<file path="config.mk">
export PLATFORM = sky130hd
export DESIGN_NAME = ml_kl_arbiter
export DESIGN_NICKNAME = d
export VERILOG_FILES = /design/src/rtl/ml_kl_arbiter.sv
export SDC_FILE = /design/constraint.sdc
export NUM_CORES = 1
export LEC_CHECK = 0
export ABC_AREA = 1
export CAP_MARGIN = 20
export CORE_AREA = 3 3 253 255
export CTS_BUF_LIST = sky130_fd_sc_hd__clkbuf_4
export DETAILED_ROUTE_END_ITERATION = 12
export DIE_AREA = 0 0 256 258
export GPL_TIMING_DRIVEN = 0
export SLEW_MARGIN = 25
export SYNTH_ARGS = -nofsm -noshare
export SYNTH_HDL_FRONTEND = slang
export SYNTH_SLANG_ARGS = --single-unit
</file>
<file path="constraint.sdc">
create_clock -name clk -period 2.77 [get_ports clk]
set_clock_uncertainty 0.2 [all_clocks]
set_input_delay 0.277 -clock clk [delete_from_list [all_inputs] [get_ports clk]]
set_output_delay 0.277 -clock clk [all_outputs]
set_load 0.1 [all_outputs]
</file>
<file path="src/rtl/ml_kl_arbiter.sv">
// Two-port arbiter sharing one KLink TX/RX port: burst-locked TX grant with ID tagging,
// RX demux by ID bit 4, per-port outstanding throttling. Optional macro ML_ARB_FIXED_PRIO_EN.
module ml_kl_arbiter #(
    parameter int MAX_OUTSTANDING = 4,
    parameter int BEAT_CNT_WIDTH  = 5
) (
    input  logic        clk,
    input  logic        rst,

    input  logic [31:0] m0_tx_addr,
    input  logic        m0_tx_den,
    input  logic [63:0] m0_tx_data,
    input  logic [2:0]  m0_tx_size,
    input  logic [3:0]  m0_tx_id,
    input  logic        m0_tx_valid,
    output logic        m0_tx_ready,

    input  logic [31:0] m1_tx_addr,
    input  logic        m1_tx_den,
    input  logic [63:0] m1_tx_data,
    input  logic [2:0]  m1_tx_size,
    input  logic [3:0]  m1_tx_id,
    input  logic        m1_tx_valid,
    output logic        m1_tx_ready,

    output logic [31:0] m0_rx_addr,
    output logic [63:0] m0_rx_data,
    output logic        m0_rx_den,
    output logic [2:0]  m0_rx_size,
    output logic [3:0]  m0_rx_id,
    output logic        m0_rx_valid,
    input  logic        m0_rx_ready,

    output logic [31:0] m1_rx_addr,
    output logic [63:0] m1_rx_data,
    output logic        m1_rx_den,
    output logic [2:0]  m1_rx_size,
    output logic [3:0]  m1_rx_id,
    output logic        m1_rx_valid,
    input  logic        m1_rx_ready,

    output logic [31:0] kl_tx_addr,
    output logic        kl_tx_den,
    output logic [63:0] kl_tx_data,
    output logic [2:0]  kl_tx_size,
    output logic [4:0]  kl_tx_id,
    output logic        kl_tx_valid,
    input  logic        kl_tx_ready,

    input  logic [31:0] kl_rx_addr,
    input  logic [63:0] kl_rx_data,
    input  logic        kl_rx_den,
    input  logic [2:0]  kl_rx_size,
    input  logic [4:0]  kl_rx_id,
    input  logic        kl_rx_valid,
    output logic        kl_rx_ready,

    output logic [3:0]  os_cnt0,
    output logic [3:0]  os_cnt1
);

    typedef enum logic [0:0] {
        ST_IDLE    = 1'b0,
        ST_TX_LOCK = 1'b1
    } state_t;

    localparam logic [3:0]                OS_MAX   = 4'(MAX_OUTSTANDING);
    localparam logic [BEAT_CNT_WIDTH-1:0] BEAT_ONE = BEAT_CNT_WIDTH'(1);
    localparam logic [BEAT_CNT_WIDTH-1:0] BEAT_ZERO = BEAT_CNT_WIDTH'(0);

    // Dataless transfers and transfers up to 8 bytes occupy one beat of the 64-bit bus.
    function automatic logic [BEAT_CNT_WIDTH-1:0] beats_of(input logic den, input logic [2:0] size);
        logic [BEAT_CNT_WIDTH-1:0] n;
        n = BEAT_ONE;
        if (den) begin
            case (size)
                3'd4:    n = BEAT_CNT_WIDTH'(2);
                3'd5:    n = BEAT_CNT_WIDTH'(4);
                3'd6:    n = BEAT_CNT_WIDTH'(8);
                3'd7:    n = BEAT_CNT_WIDTH'(16);
                default: n = BEAT_ONE;
            endcase
        end else begin
            n = BEAT_ONE;
        end
        return n;
    endfunction

    // A simultaneous increment and decrement cancel; a decrement at zero saturates.
    function automatic logic [3:0] os_next(input logic [3:0] cnt, input logic inc, input logic dec);
        logic [3:0] n;
        case ({inc, dec})
            2'b10:   n = cnt + 4'd1;
            2'b01:   n = (cnt == 4'd0) ? 4'd0 : cnt - 4'd1;
            default: n = cnt;
        endcase
        return n;
    endfunction

    state_t                    state_r;
    state_t                    state_nxt_s;
    logic                      last_grant_r;
    logic                      lock_port_r;
    logic [BEAT_CNT_WIDTH-1:0] tx_cnt_r;
    logic [BEAT_CNT_WIDTH-1:0] rx_cnt_r;
    logic [3:0]                os_cnt0_r;
    logic [3:0]                os_cnt1_r;

    logic                      elig0_s;
    logic                      elig1_s;
    logic                      gnt_valid_s;
    logic                      gnt_port_s;
    logic                      tx_hs_s;
    logic                      first_hs_s;
    logic [BEAT_CNT_WIDTH-1:0] tx_beats_s;
    logic                      rx_dest_s;
    logic                      rx_hs_s;
    logic                      rx_last_s;
    logic [BEAT_CNT_WIDTH-1:0] rx_beats_s;
    logic                      inc0_s;
    logic                      inc1_s;
    logic                      dec0_s;
    logic                      dec1_s;

    assign elig0_s = m0_tx_valid && (os_cnt0_r < OS_MAX);
    assign elig1_s = m1_tx_valid && (os_cnt1_r < OS_MAX);

    // Grant selection: burst lock overrides arbitration; the limit is only checked at burst start.
    always_comb begin
        gnt_valid_s = 1'b0;
        gnt_port_s  = 1'b0;
        if (state_r == ST_TX_LOCK) begin
            gnt_valid_s = 1'b1;
            gnt_port_s  = lock_port_r;
        end else if (elig0_s && elig1_s) begin
            gnt_valid_s = 1'b1;
`ifdef ML_ARB_FIXED_PRIO_EN
            gnt_port_s  = 1'b1;
`else
            gnt_port_s  = ~last_grant_r;
`endif
        end else if (elig0_s) begin
            gnt_valid_s = 1'b1;
            gnt_port_s  = 1'b0;
        end else if (elig1_s) begin
            gnt_valid_s = 1'b1;
            gnt_port_s  = 1'b1;
        end else begin
            gnt_valid_s = 1'b0;
            gnt_port_s  = 1'b0;
        end
    end

    // TX request mux toward the transceiver and ready steering back to the requesters.
    always_comb begin
        kl_tx_addr  = m0_tx_addr;
        kl_tx_den   = m0_tx_den;
        kl_tx_data  = m0_tx_data;
        kl_tx_size  = m0_tx_size;
        kl_tx_id    = {1'b0, m0_tx_id};
        kl_tx_valid = 1'b0;
        m0_tx_ready = 1'b0;
        m1_tx_ready = 1'b0;
        if (gnt_port_s) begin
            kl_tx_addr  = m1_tx_addr;
            kl_tx_den   = m1_tx_den;
            kl_tx_data  = m1_tx_data;
            kl_tx_size  = m1_tx_size;
            kl_tx_id    = {1'b1, m1_tx_id};
            kl_tx_valid = gnt_valid_s && m1_tx_valid;
            m1_tx_ready = gnt_valid_s && kl_tx_ready;
        end else begin
            kl_tx_valid = gnt_valid_s && m0_tx_valid;
            m0_tx_ready = gnt_valid_s && kl_tx_ready;
        end
    end

    assign tx_hs_s    = kl_tx_valid && kl_tx_ready;
    assign first_hs_s = tx_hs_s && (state_r == ST_IDLE);
    assign tx_beats_s = beats_of(kl_tx_den, kl_tx_size);
    assign inc0_s     = first_hs_s && !gnt_port_s;
    assign inc1_s     = first_hs_s && gnt_port_s;

    // FSM state register.
    always_ff @(posedge clk) begin
        if (rst) begin
            state_r <= ST_IDLE;
        end else begin
            state_r <= state_nxt_s;
        end
    end

    // FSM next state: a multi-beat first handshake locks; the handshake at tx_cnt == 1 unlocks.
    always_comb begin
        state_nxt_s = state_r;
        case (state_r)
            ST_IDLE: begin
                if (first_hs_s && (tx_beats_s > BEAT_ONE)) begin
                    state_nxt_s = ST_TX_LOCK;
                end else begin
                    state_nxt_s = ST_IDLE;
                end
            end
            ST_TX_LOCK: begin
                if (tx_hs_s && (tx_cnt_r == BEAT_ONE)) begin
                    state_nxt_s = ST_IDLE;
                end else begin
                    state_nxt_s = ST_TX_LOCK;
                end
            end
            default: state_nxt_s = ST_IDLE;
        endcase
    end

    // TX burst bookkeeping: round-robin history, lock owner and remaining beat count.
    always_ff @(posedge clk) begin
        if (rst) begin
            last_grant_r <= 1'b1;
            lock_port_r  <= 1'b0;
            tx_cnt_r     <= BEAT_ZERO;
        end else if (first_hs_s) begin
            last_grant_r <= gnt_port_s;
            lock_port_r  <= gnt_port_s;
            tx_cnt_r     <= (tx_beats_s > BEAT_ONE) ? (tx_beats_s - BEAT_ONE) : BEAT_ZERO;
        end else if (tx_hs_s && (state_r == ST_TX_LOCK)) begin
            tx_cnt_r     <= tx_cnt_r - BEAT_ONE;
        end else begin
            tx_cnt_r     <= tx_cnt_r;
        end
    end

    // RX demux: bit 4 of the returned ID selects the requester; payload is broadcast.
    always_comb begin
        rx_dest_s   = kl_rx_id[4];
        m0_rx_addr  = kl_rx_addr;
        m0_rx_data  = kl_rx_data;
        m0_rx_den   = kl_rx_den;
        m0_rx_size  = kl_rx_size;
        m0_rx_id    = kl_rx_id[3:0];
        m0_rx_valid = kl_rx_valid && !rx_dest_s;
        m1_rx_addr  = kl_rx_addr;
        m1_rx_data  = kl_rx_data;
        m1_rx_den   = kl_rx_den;
        m1_rx_size  = kl_rx_size;
        m1_rx_id    = kl_rx_id[3:0];
        m1_rx_valid = kl_rx_valid && rx_dest_s;
        if (rx_dest_s) begin
            kl_rx_ready = m1_rx_ready;
        end else begin
            kl_rx_ready = m0_rx_ready;
        end
    end

    assign rx_hs_s    = kl_rx_valid && kl_rx_ready;
    assign rx_beats_s = beats_of(kl_rx_den, kl_rx_size);
    assign rx_last_s  = rx_hs_s && ((rx_cnt_r + BEAT_ONE) == rx_beats_s);
    assign dec0_s     = rx_last_s && !rx_dest_s;
    assign dec1_s     = rx_last_s && rx_dest_s;

    // RX beat counter, cleared on the final beat of each response.
    always_ff @(posedge clk) begin
        if (rst) begin
            rx_cnt_r <= BEAT_ZERO;
        end else if (rx_last_s) begin
            rx_cnt_r <= BEAT_ZERO;
        end else if (rx_hs_s) begin
            rx_cnt_r <= rx_cnt_r + BEAT_ONE;
        end else begin
            rx_cnt_r <= rx_cnt_r;
        end
    end

    // Outstanding counters per port.
    always_ff @(posedge clk) begin
        if (rst) begin
            os_cnt0_r <= 4'd0;
            os_cnt1_r <= 4'd0;
        end else begin
            os_cnt0_r <= os_next(os_cnt0_r, inc0_s, dec0_s);
            os_cnt1_r <= os_next(os_cnt1_r, inc1_s, dec1_s);
        end
    end

`ifdef SIMULATION
    // Report responses arriving for a port with nothing outstanding.
    always_ff @(posedge clk) begin
        if (!rst && dec0_s && !inc0_s && (os_cnt0_r == 4'd0)) begin
            $display("ml_kl_arbiter: error, response for port 0 with no outstanding request");
        end else if (!rst && dec1_s && !inc1_s && (os_cnt1_r == 4'd0)) begin
            $display("ml_kl_arbiter: error, response for port 1 with no outstanding request");
        end else begin
        end
    end
`endif

    assign os_cnt0 = os_cnt0_r;
    assign os_cnt1 = os_cnt1_r;

endmodule
</file>
Yosys cells after proc, flatten, opt, wreduce, memory -nomap -nowiden
Index checks and enable logic that the tools add are counted.

$add $sub $neg: 7. Order comparisons: 3. Eq/ne operators: 14. Mux-type cells: 30. Bitwise logic cells: 2. Reduce and logical (&&, ||, !) cells: 27.

Operator list (number): two-way mux 64 bit (1); case mux 5 bit (4 select lines) (2); two-way mux 32 bit (1); two-way mux 5 bit (6); == test 3 bit, second input constant (8); logical AND 1 bit (19); case mux 4 bit (2 select lines) (2); two-way mux 1 bit (14); subtractor 5 x 1 -> 5 bit, second input constant (2); adder 4 x 1 -> 4 bit, second input constant (2); zero test 4 bit (2); < comparator 4 x 3 -> 1 bit, second input constant (2); two-way mux 4 bit (2); subtractor 4 x 1 -> 4 bit, second input constant (2); nonzero test 2 bit (3); adder 5 x 1 -> 5 bit, second input constant (1); == test 5 x 1 -> 1 bit, second input constant (1); == test 5 bit (1); greater-than comparator 5 x 1 -> 1 bit, second input constant (1); == test 2 x 1 -> 1 bit, second input constant (2); == test 2 bit, second input constant (2); two-way mux 3 bit (1); zero test 1 bit (2); NOT 1 bit (2); other kinds (2) (2).

Bits in registers: 21. Input port bits: 321. Logic and storage cells: 90.

Logic depth before layout (Yosys ltp)
Depth in word-level cells: 14. Depth in mapped cells: 15. Depth with buffers taken out: 15.

Worst setup path before layout
OpenSTA, ideal clock, no wires.

Path type: reg-to-reg. Start point: register os_cnt0_r[3], in the netlist os_cnt0[3]. End point: register os_cnt0_r[2], in the netlist os_cnt0[2]. Setup time: 0.095 ns. Arrival time: 3.803 ns. Path slack: -1.328 ns. Stages on the path, launching flop included: 14. Buffers on the path: 0. Period minus slack after synthesis: 4.098 ns. Cell sequence: dfxtp_1 nor2_2 nand3_2 nand3_4 a21oi_2 nand3_2 nor2_1 inv_1 ha_1 inv_1 o21ai_0 nor2_1 nand2_1 a221oi_1.

Cells in the longest elaborated chain, start to end: 12.

Ends and longest elaborated chain: start: declaration (line 106) `logic [3:0] os_cnt0_r;`; start signal: assignment (line 279) `os_cnt0_r <= os_next(os_cnt0_r, inc0_s, dec0_s);`; < comparator 4 x 3 -> 1 bit * (line 125) `assign elig0_s = m0_tx_valid && (os_cnt0_r < OS_MAX);`; logical AND 1 bit * (line 125); two-way mux 1 bit or logical AND 1 bit (tied branches) (line 142, 135); two-way mux 1 bit (line 135) `end else if (elig0_s && elig1_s) begin`; two-way mux 1 bit (line 132) `if (state_r == ST_TX_LOCK) begin`; logical AND 1 bit, on equally long branches (line 173, 170); two-way mux 1 bit * (line 164) `if (gnt_port_s) begin`; named net kl_tx_valid (line 47) `output logic kl_tx_valid,`; logical AND 1 bit * (line 178) `assign tx_hs_s = kl_tx_valid && kl_tx_ready;`; logical AND 1 bit * (line 179) `assign first_hs_s = tx_hs_s && (state_r == ST_IDLE);`; logical AND 1 bit * (line 181) `assign inc0_s = first_hs_s && !gnt_port_s;`; == test 2 x 1 -> 1 bit or == test 2 bit (tied branches) (line 92) `case ({inc, dec})`; case mux 4 bit (2 select lines) or nonzero test 2 bit (tied branches).

Mark *: on every way through the listed nets, which the timed path passes. The rest lies on a longest branch. A chain may end at the register's enable or synchronous reset.

Worst setup path in the final report
Start point: input port kl_rx_valid. End point: output port m0_rx_valid.

Cells in the longest elaborated chain, start to end: 1.

Ends and longest elaborated chain: start: declaration (line 55) `input logic kl_rx_valid,`; logical AND 1 bit (line 240) `m0_rx_valid = kl_rx_valid && !rx_dest_s;`; end: declaration (line 31) `output logic m0_rx_valid,`.

Every way passes these cells.

==> flow_metrics.py <==
metrics = {
    "run_status": {
        "status": "finished, final reports clean",
    },
    "drt": {
        "num_vias": 6655,
        "post_drt_wl_per_cell_um": 16.2,
        "post_drt_via_cell_ratio": 3.03,
        "ant_nets": 0,
        "drc_errors": 0,
        "routed_wl_um": 35500,
        "dr.pass1.iters": 4,
        "dr.first_iter.drc_count": 195,
    },
    "setup_path": {
        "crit_required_ns": 2.29,
        "crit_slowest_cell": "clkdlybuf4s50_1",
        "critPathMaxFanout": 7,
        "cpMostUsedCell": "clkdlybuf4s50_1",
        "cp.arrival_ns": 2.18,
        "worstSetupEndpointType": "output port",
        "max_stage_delay_ns": 1.14,
        "crit_path_cell_trace": "clkdlybuf4s50_1 -> inv_1 -> nor2_1 -> clkdlybuf4s50_1",
        "critPathLaunchType": "input pin",
        "worst-setup-path-type": "input pin to output port",
    },
    "sta": {
        "setup_violations": 0,
        "hold_viol_final": 0,
        "slew_violations": 0,
        "tightestPinTransition_ns": 1.08,
        "rsz0062_at_grt": "yes",
        "tns_ns": 0,
        "fin_crit_sh_pct": 95.8,
        "slew_headroom_pct": 27.8,
        "worst_slack_ns": 0.116,
        "max_freq_mhz": 377,
        "min_period_ns": 2.65,
    },
    "floorplan": {
        "io_pins": 648,
        "placementRows": 91,
        "die-width_um": 256,
        "die-area_sq_mm": 0.0660,
        "start_util_pct": 7.24,
        "die_y_um": 258,
        "core_sq_mm": 0.0618,
    },
    "grt": {
        "antenna_found_initial": 22,
        "grt_usage_pct": 10.0,
        "grt_pass1_wl_um": 48100,
        "grt_max_degree": 13,
        "grt_pass1_vias": 6826,
        "overflow": 0,
    },
    "clock_tree": {
        "hold_buffers": 0,
        "ctsLongestPathBuffers": 2,
        "cts-root-buf": "clkbuf_4",
        "clk_latency_ns": 0.32,
        "cts_tree": "built",
        "htree_levels": 1,
        "cts_buffers": 3,
        "path_clk_slew_ns": 0.12,
        "clock-sinks": 21,
    },
    "finish": {
        "drive_above_1_share_pct": 33.2,
        "syn_to_final_growth_pct": 168,
        "fin_area_sq_mm": 0.0120,
        "fillerInstances": 6956,
        "stdcell_count": 2195,
        "nets": 1687,
        "layout_commonest_cell": "clkdlybuf4s50_1",
        "layout_common_cells": "clkdlybuf4s50_1, nand2_1, buf_4",
    },
    "synthesis": {
        "syn_inst": 784,
        "yosysWarnings": 0,
        "synth-seq-area-share_pct": 9.40,
        "synth.distinct_cells": 37,
        "synthesis.area_sq_mm": 0.00447,
        "syn_nets": 1116,
        "synthFlopType": "dfxtp_1",
        "synthArstFlopShare_pct": 0,
        "syn_avg_cell_area_sq_um": 5.71,
        "ys_ff_latch": 21,
        "synth_edf_count": 0,
    },
    "flow_run": {
        "max_cap_violations": 0,
    },
    "placement": {
        "gp_congestion": 0.862,
        "io_buffers": 546,
        "postPlaceCellArea_sq_mm": 0.0110,
        "dp_hpwl_um": 31800,
        "place_ws_ns": -1.53,
        "placed_cells": 2167,
    },
    "power": {
        "power.density_mw_per_mm2": 753,
        "peakVddDrop_mv": 0.556,
        "p_leak_nw": 5.44,
    },
    "worst_hold_path": {
        "holdCritPathClass": "input pin to flip-flop",
    },
}
## registers in the layout, indices dropped and copies added (netlist names)
register      count
rx_cnt_r          5
tx_cnt_r          5
os_cnt0           4
os_cnt1           4
last_grant_r      1
lock_port_r       1
state_r           1
## cell type report
class,count,area [sq um],area share [%]
clock inverter,1,5.00,0.0417
antenna,4,10.0,0.0834
multi-input combinational,484,2430,20.3
sequential,21,438,3.65
tap,837,1050,8.73
inverter,45,173,1.44
timing repair buffer,568,6050,50.4
clock buffer,3,22.5,0.188
buffer,232,1810,15.1
## report_power, final
part	internal, W	switching (W)
Combinational	0.00241	0.00609
Sequential	0.000341	0.0000354
Clock	0.0000541	0.000108
## per-layer routing
metal	track usage (%)	share of wire, %	up-vias
met5	0	0.079	-
li1	-	-	3353
met2	17.7	48	391
met3	2.76	8.6	42
met4	1.77	1.9	6
met1	12.3	41	2863
## synthesized netlist by cell type (2+ instances only)
cell type / n / area (sq um)
inv_2: 2 / 7.51
ha_1: 11 / 138
nand3_1: 13 / 65.1
nand4_1: 7 / 43.8
nand2_2: 3 / 18.8
o21a_1: 2 / 15.0
dfxtp_1: 21 / 420
buf_2: 7 / 35.0
nand2_1: 352 / 1320
a221oi_1: 4 / 35.0
nand3_2: 4 / 40.0
nand2_4: 3 / 33.8
a31oi_1: 3 / 18.8
nor2_1: 23 / 86.3
nor3_1: 4 / 20.0
o221ai_1: 2 / 17.5
o21ai_0: 9 / 45.0
a211oi_1: 3 / 22.5
inv_1: 42 / 158
buf_1: 3 / 11.3
a21oi_1: 23 / 115
xor2_1: 6 / 52.6
buf_4: 209 / 1570
clkbuf_1: 15 / 56.3
## critical path, delay by kind of cell
| family | cells | cell delay (ns) |
|---|---|---|
| simple gates | 1 | 0.08 |
| buf+inv | 3 | 1.81 |
## metrics by stage
stage	util, %	hold WS, ns	total power, W
final	19.4	0.194	0.00903
after global routing	19.4	0.248	0.00938
after CTS	19.2	0.187	0.00904
after detailed placement	17.9	0.269	0.00805
after global placement	17.9	0.266	0.00808
after floorplan	-	0.241	0.00603
## worst paths after layout
| check | startpoint | endpoint | slack (ns) | cells after the start |
|---|---|---|---|---|
| max | kl_rx_valid | m0_rx_valid | 0.12 | 4 |
| min | rst | state_r | 0.19 | 2 |
| max reg2reg | os_cnt1[2] | os_cnt1[2] | 0.24 | 15 |
| min reg2reg | rx_cnt_r[1] | rx_cnt_r[1] | 0.30 | 2 |
## repair_timing
action | CTS | global route
gates resized for setup | 841 | 51
cloned | 2 | 0
setup endpoints to repair | 116 | 41
pin swaps | 4 | 10
setup buffers | 17 | 4
## cell families (layout without fill, tap and decap cells)
kind of cell / after synthesis / in the layout / synth area share (%)
xor gates and xnor gates: 7 / 7 / 1.37
DFF: 21 / 21 / 9.40
and+or+nand+nor: 416 / 416 / 38.1
AOI/OAI and AO/OA: 50 / 50 / 6.94
other: 0 / 4 / 0
adders and majority gates: 11 / 11 / 3.08
buffers and inverters: 279 / 849 / 41.1
(Power assumes the default switching activity.)
